--- src/rtl/led_pkg.sv ---
// Shared encodings for the LED pattern decoder: display modes and run-control states.
package led_pkg;

  typedef enum logic [1:0] {
    MODE_BLINK  = 2'd0,
    MODE_ONEHOT = 2'd1,
    MODE_BAR    = 2'd2,
    MODE_CHASE  = 2'd3
  } mode_e;

  typedef enum logic {
    ST_IDLE = 1'b0,
    ST_RUN  = 1'b1
  } state_e;

endpackage

--- src/rtl/led_tick_gen.sv ---
// Animation prescaler: counts 0..PRESCALE-1 while enabled and pulses tick on the last count.
module led_tick_gen #(
  parameter int PRESCALE = 50_000_000
) (
  input  logic clk,
  input  logic rst,
  input  logic en,
  input  logic clr,
  output logic tick
);

  localparam int CW = (PRESCALE > 2) ? $clog2(PRESCALE) : 1;

  logic [CW-1:0] cnt;
  logic          last;

  assign last = (cnt == CW'(PRESCALE - 1));
  assign tick = en && last;

  // NOTE: sequential state uses non-blocking assignments so every register samples pre-edge values.
  always_ff @(posedge clk or posedge rst) begin
    if (rst)       cnt <= '0;
    else if (clr)  cnt <= '0;
    else if (en)   cnt <= last ? '0 : cnt + CW'(1);
  end

endmodule

--- src/rtl/led_pattern_decoder.sv ---
// Selector-to-LED decoder with BLINK/ONEHOT/BAR/CHASE modes and start/idle run control.
// Optional LED_BOUNCE_EN: CHASE ping-pongs between the end LEDs instead of wrapping.
module led_pattern_decoder
  import led_pkg::*;
#(
  parameter int SEL_W    = 4,
  parameter int PRESCALE = 50_000_000
) (
  input  logic                  clk,
  input  logic                  rst,
  input  logic [SEL_W-1:0]      I,
  input  logic [1:0]            mode,
  input  logic                  start,
  input  logic                  idle,
  output logic [(1<<SEL_W)-1:0] LED,
  output logic                  running,
  output logic                  tick
);

  localparam int N_LED = 1 << SEL_W;

  state_e             state, state_next;
  logic               enter;
  logic [SEL_W-1:0]   pos;
  logic               phase;
  logic [N_LED-1:0]   led_d;
  logic [N_LED:0]     bar_full;

  always_ff @(posedge clk or posedge rst) begin
    if (rst) state <= ST_IDLE;
    else     state <= state_next;
  end

  // idle wins over start; start is a level, so holding it keeps RUN.
  always_comb begin
    state_next = state;
    case (state)
      ST_IDLE: if (start && !idle) state_next = ST_RUN;
      ST_RUN:  if (idle)           state_next = ST_IDLE;
      default: state_next = ST_IDLE;
    endcase
  end

  always_comb begin
    running = (state == ST_RUN);
    enter   = (state == ST_IDLE) && start && !idle;
  end

  led_tick_gen #(.PRESCALE(PRESCALE)) u_tick_gen (
    .clk  (clk),
    .rst  (rst),
    .en   (running),
    .clr  (enter),
    .tick (tick)
  );

`ifdef LED_BOUNCE_EN
  logic dir_down;

  always_ff @(posedge clk or posedge rst) begin
    if (rst) begin
      pos      <= '0;
      phase    <= 1'b0;
      dir_down <= 1'b0;
    end else if (enter) begin
      pos      <= I;
      phase    <= 1'b1;
      dir_down <= 1'b0;
    end else if (tick) begin
      phase <= ~phase;
      if (!dir_down) begin
        if (pos == '1) begin
          dir_down <= 1'b1;
          pos      <= pos - SEL_W'(1);
        end else begin
          pos <= pos + SEL_W'(1);
        end
      end else begin
        if (pos == '0) begin
          dir_down <= 1'b0;
          pos      <= SEL_W'(1);
        end else begin
          pos <= pos - SEL_W'(1);
        end
      end
    end
  end
`else
  always_ff @(posedge clk or posedge rst) begin
    if (rst) begin
      pos   <= '0;
      phase <= 1'b0;
    end else if (enter) begin
      pos   <= I;
      phase <= 1'b1;
    end else if (tick) begin
      phase <= ~phase;
      pos   <= pos + SEL_W'(1);
    end
  end
`endif

  // Blanking on idle is applied here so the LEDs go dark on the same edge that leaves RUN.
  always_comb begin
    // NOTE: every always_comb output gets a default first so no path can infer a latch.
    led_d    = '0;
    bar_full = (N_LED + 1)'(1) << I;
    bar_full = (bar_full << 1) - (N_LED + 1)'(1);
    if (running && !idle) begin
      case (mode_e'(mode))
        MODE_ONEHOT: led_d = N_LED'(1) << I;
        MODE_BAR:    led_d = bar_full[N_LED-1:0];
        MODE_BLINK:  led_d = phase ? (N_LED'(1) << I) : '0;
        MODE_CHASE:  led_d = N_LED'(1) << pos;
        default:     led_d = '0;
      endcase
    end
  end

  always_ff @(posedge clk or posedge rst) begin
    if (rst) LED <= '0;
    else     LED <= led_d;
  end

endmodule

--- config.mk ---
export PLATFORM = sky130hd
export DESIGN_NAME = led_pattern_decoder
export DESIGN_NICKNAME = d
export VERILOG_FILES = /design/src/rtl/led_pkg.sv /design/src/rtl/led_tick_gen.sv /design/src/rtl/led_pattern_decoder.sv
export SDC_FILE = /design/constraint.sdc
export NUM_CORES = 1
export LEC_CHECK = 0
export CAP_MARGIN = 40
export CORE_MARGIN = 5
export CORE_UTILIZATION = 50
export CTS_CLUSTER_DIAMETER = 100
export DETAILED_ROUTE_END_ITERATION = 12
export GPL_TIMING_DRIVEN = 0
export PLACE_DENSITY = 0.76
export SLEW_MARGIN = 15
export SYNTH_ARGS = -nofsm -noshare
export SYNTH_HDL_FRONTEND = slang
export SYNTH_SLANG_ARGS = --single-unit
--- constraint.sdc ---
create_clock -name clk -period 3.5 [get_ports clk]
set_clock_uncertainty 0.1 [all_clocks]
set_input_delay 1.05 -clock clk [delete_from_list [all_inputs] [get_ports clk]]
set_output_delay 1.05 -clock clk [all_outputs]
set_load 0.02 [all_outputs]
Word level (Yosys, flattened, before mapping). Index checks and enable logic that the tools add are counted.

Flip-flop bits (word level): 48. Bits of input ports: 10. Output and inout bits: 18. Logic and storage cells: 39.

Add/subtract/negate cells: 3. Equal/unequal tests: 4. Shift operators: 3. Muxes and demuxes: 13. Bitwise gates (word level): 2. Reductions and logical operators: 9.

Operators with widths (number): $mux 26 (3); $pmux 16 s4 (1); $mux 16 (2); $shl 1x4->16 const A (2); $add 26x1->26 const B (1); $eq 26x26->1 const B (1); $sub 16x1->16 const B (1); $shl 1x4->15 const A (1); $mux 4 (2); $logic_and 1x1->1 (5); $add 4x1->4 const B (1); $eq 2x2->1 const B (2); $mux 1 (4); $reduce_bool 2->1 (2); $eq 2x1->1 const B (1); $logic_not 2->1 (1); $not 1->1 (2); $pmux 1 s2 (1); $logic_not 1->1 (1).

Longest topological paths before layout.
Depth after elaboration: 4. Gate-level depth with buffers: 10. Gate-level depth less buffers: 8.

By module. A second synthesis with hierarchy kept.

Cell total of the unflattened synthesis: 307. Area total of the unflattened synthesis: 2811.4 um2.

By module, submodules not included: led_tick_gen (times used 1, cells each 151, area an instance 1433.9 um2, sequential area each 650.6 um2); led_pattern_decoder (times used 1, cells each 156, area an instance 1377.6 um2, sequential area each 550.5 um2).

Worst setup path after synthesis. OpenSTA, ideal clock, no wires.

Kind: flip-flop to output port. Start point: register u_tick_gen.cnt[0]. End point: output port tick. Data arrival time: 1.937 ns. Data required time: 2.350 ns. Path slack: 0.413 ns. Cell stages (with the launch flop): 5. Path buffers: 0. Cell sequence: dfrtp_1 > ha_1 > nand3_2 > or4b_4 > nor4_2.

Word-level cells in the longest chain between the ends: 2.

RTL lines: start: declaration (line led_tick_gen.sv:14) `logic [CW-1:0] cnt;`; start signal: assignment (line led_tick_gen.sv:24) `else if (en) cnt <= last ? '0 : cnt + CW'(1);`; $eq 26x26->1 (line led_tick_gen.sv:17) `assign last = (cnt == CW'(PRESCALE - 1));`; $logic_and 1x1->1 (line led_tick_gen.sv:18) `assign tick = en && last;`; end: declaration (line led_pattern_decoder.sv:17) `output logic tick`.

No other way between the ends.

Worst setup path in the final report.
Start point: register u_tick_gen.cnt[7]. End point: output port tick.

The elaborated chain is that of the path after synthesis.

==> reports/qor.csv <==
metric,value,unit
status,completed,
clock sink total,48,
most frequently used flop master after synthesis,dfrtp_1,
r2r endpoint,u_tick_gen.cnt[15]$_DFFE_PP0P_,
WS Path Type,reg2out,
TNS Setup,0,ns
Pwr Density,394.2,nW/µm²
Critical Path Start,u_tick_gen.cnt[7]$_DFFE_PP0P_,
Starting Density,0.5169,
most instantiated cells after synthesis,"48 x dfrtp_1, 44 x nand2_1, 31 x nor2_1",
CP Capture Type,primary output,
area growth from synthesis to layout,17.58,%
initial antenna violation count,0,
Slew Limit Fails,0,
measured slew at the worst slew-check pin,0.7811,ns
LEAKAGE,0.001330,µW
top-area cell type share of the netlist area,0.4220,
gp weighted congestion,0.9304,
Max-slew headroom,0.4750,
Tot Pwr,1319,µW
CP bufs+invs,2,
worst hold endpoint,u_tick_gen.cnt[25]$_DFFE_PP0P_,
antenna-violating nets left,0,
design area,3347,µm²
share of cells above drive strength 1,0.06649,
chip height,85.45,µm
unrepaired setup endpoints after global routing,no,
setup slack after layout,0.1304,ns
drt wl/cell,15.43,µm
H-tree depth,2,
CTS Buf Count,5,
crit-path most repeated cell,buf_2,
Worst Min Path Start,u_tick_gen.cnt[25]$_DFFE_PP0P_,
delay of the slowest critical-path stage,0.57,ns
crit path launch type,flip-flop,
clock latency on the worst-skew pair,0.30,ns
Post-synth EDFFs,0,
first-pass GRT wire length,11.55,mm
I/O pin total,28,
port buffer count,25,
"Hold Vio Cnt, Final",0,
gr usage total,0.1926,
"area leader, netlist",dfrtp_1,
Worst path slowest cell,or4b_1,
num rows,27,
final period utilization,0.9627,
"Reg clk slew, reported paths",0.09,ns
Max Cap Viol,0,
reg2reg start,u_tick_gen.cnt[0]$_DFFE_PP0P_,
post-synthesis sequential area ratio,0.4220,
Initial DRT Pass Iterations,6,
crit path cell chain,buf_2 > or4b_1 > or2_1 > nor4_4 > buf_2,
largest delay contributor family on the critical path,simple AND/OR/NAND/NOR gates,
Initial DRC Count,422,
Yosys warning count,0,
Overflow after GRT,0,
CTS Buffer Depth,2,
largest net degree at the start of global routing,26,
Post-DP HPWL,4.947,mm
cell with the most instances after synthesis,dfrtp_1,
Yosys reg bits,48,
drc violations,0,
full die area,7302,µm²
Avg Vias per Cell,6.080,
nets@finish,393,
HP Class,reg2reg,
final setup fails,0,
vias after detailed routing,2724,
vias in the first global route,2439,
Core Region,5507,µm²
CP Data Required Time,2.35,ns
share of flip-flops with an asynchronous set or reset,1.000,
Worst R2R Setup Slack,0.85,ns
chip width,85.45,µm
final cell count without fillers,448,
clock root cell,clkbuf_8,
Crit path arrival time,2.22,ns
Post-Synthesis Cells,341,
library cells used by synthesis,53,
total wire length,6.914,mm
mean post-synth cell area,8.347,µm²
placed cells,439,
CTS tree,yes,
hold path depth,1,
Worst Reg-to-Reg Cells,8,
pre-CTS setup slack,-0.2874,ns
CP Max Fanout,8,
Post-Syn Nets,359,
fill cell count,486,
# diodes,0,
Final min period,3.370,ns
Placed Area,3214,µm²
VDD IR max,0.2622,mV
"top cells by area, synth","dfrtp_1 42%, nand2_1 5.8%, a21oi_1 4.9%",
Mapped Area,2846,µm²
Achievable Freq,296.8,MHz
-- stage by stage --
stage               hold slack [ns]    util
global route                 0.4304  0.6078
finish                       0.4159  0.6078
detailed placement           0.3980  0.5837
floorplan                    0.3527       -
CTS                          0.4099  0.6071
global placement             0.3837  0.5787
-- metal layers --
metal / share of wire / GRT usage / vias up
li1: - / - / 1323
met4: 0.010 / 0.04748 / 0
met2: 0.44 / 0.2811 / 127
met3: 0.069 / 0.03495 / 8
met1: 0.49 / 0.2938 / 1266
met5: 0 / 0 / -
-- power by group --
part           internal [µW]  total, µW  switching (µW)
Clock                    211        394             183
Sequential               604        669            64.9
Combinational            100        256             156
Total                    915       1320             404
-- flip-flops by register name (all words and copies together), names as in the netlist --
register,flops
running,1
pos,4
phase,1
LED,16
u_tick_gen.cnt,26
-- cells by family (layout without fill, tap and decap cells) --
logic type / after synthesis / count (layout) / synth area share
muxes: 2 / 2 / 0.007472
xor gates and xnor gates: 5 / 5 / 0.01538
DFF: 48 / 48 / 0.4220
buffers and inverters: 33 / 68 / 0.04527
and+or+nand+nor: 150 / 150 / 0.2629
AOI/OAI and AO/OA: 95 / 95 / 0.2119
adders and majority gates: 8 / 8 / 0.03517
-- cell type report --
type | instances | area [µm²] | area share
Buffer | 20 | 81.33 | 0.02430
Clock buffer | 5 | 68.82 | 0.02056
Clock inverter | 3 | 42.54 | 0.01271
Inverter | 13 | 48.80 | 0.01458
Multi-Input combinational cell | 260 | 1534 | 0.4583
Sequential cell | 48 | 1201 | 0.3589
Tap cell | 72 | 90.09 | 0.02692
Timing Repair Buffer | 27 | 280.3 | 0.08374
-- worst register-to-register path, delay by kind of cell, from the launching register on --
family	cells	cell delay [ns]
flip-flops	1	0.45
buffers and inverters	2	0.88
AND/OR/NAND/NOR	3	0.35
AO/OA/AOI/OAI	2	0.50
adder cells (fa/ha/maj)	1	0.29
-- how the worst max path moves through the flow --
stage	end	slack (ns)	cells after the start
2_1_floorplan	tick	0.41	4
3_3_place_gp	tick	-0.26	5
3_5_place_dp	tick	-0.29	5
4_1_cts	tick	0.07	5
5_1_grt	LED[11]$_DFF_PP0_	0.04	11
6_report	tick	0.13	5
-- placed cells by master (no fill, tap or decap), types with 3 or more instances in the layout --
cell type and count:
o22ai_1 3, xor2_1 4, inv_1 12, o211ai_1 3
and3_1 6, nor4_1 6, a21oi_1 28, nor2b_1 3
nor3_1 13, ha_1 8, nor2_1 30, a31oi_1 18
nand2_1 44, or3_1 4, nand2b_1 4, nand3_1 15
nand4_1 10, buf_1 3, clkbuf_1 14, clkbuf_8 5
clkdlybuf4s50_1 24, o221ai_1 3, o21ai_0 19, and2_1 4
dfrtp_1 48
-- repair_timing --
action	4_1_cts	5_1_grt
setup buffers	1	0
pin swaps	1	0
resized for setup	4	6
hold buffers	0	0
endpoints found under the setup margin	1	3
endpoints found under the hold margin	0	0
Power figures use the tool's default switching activity.
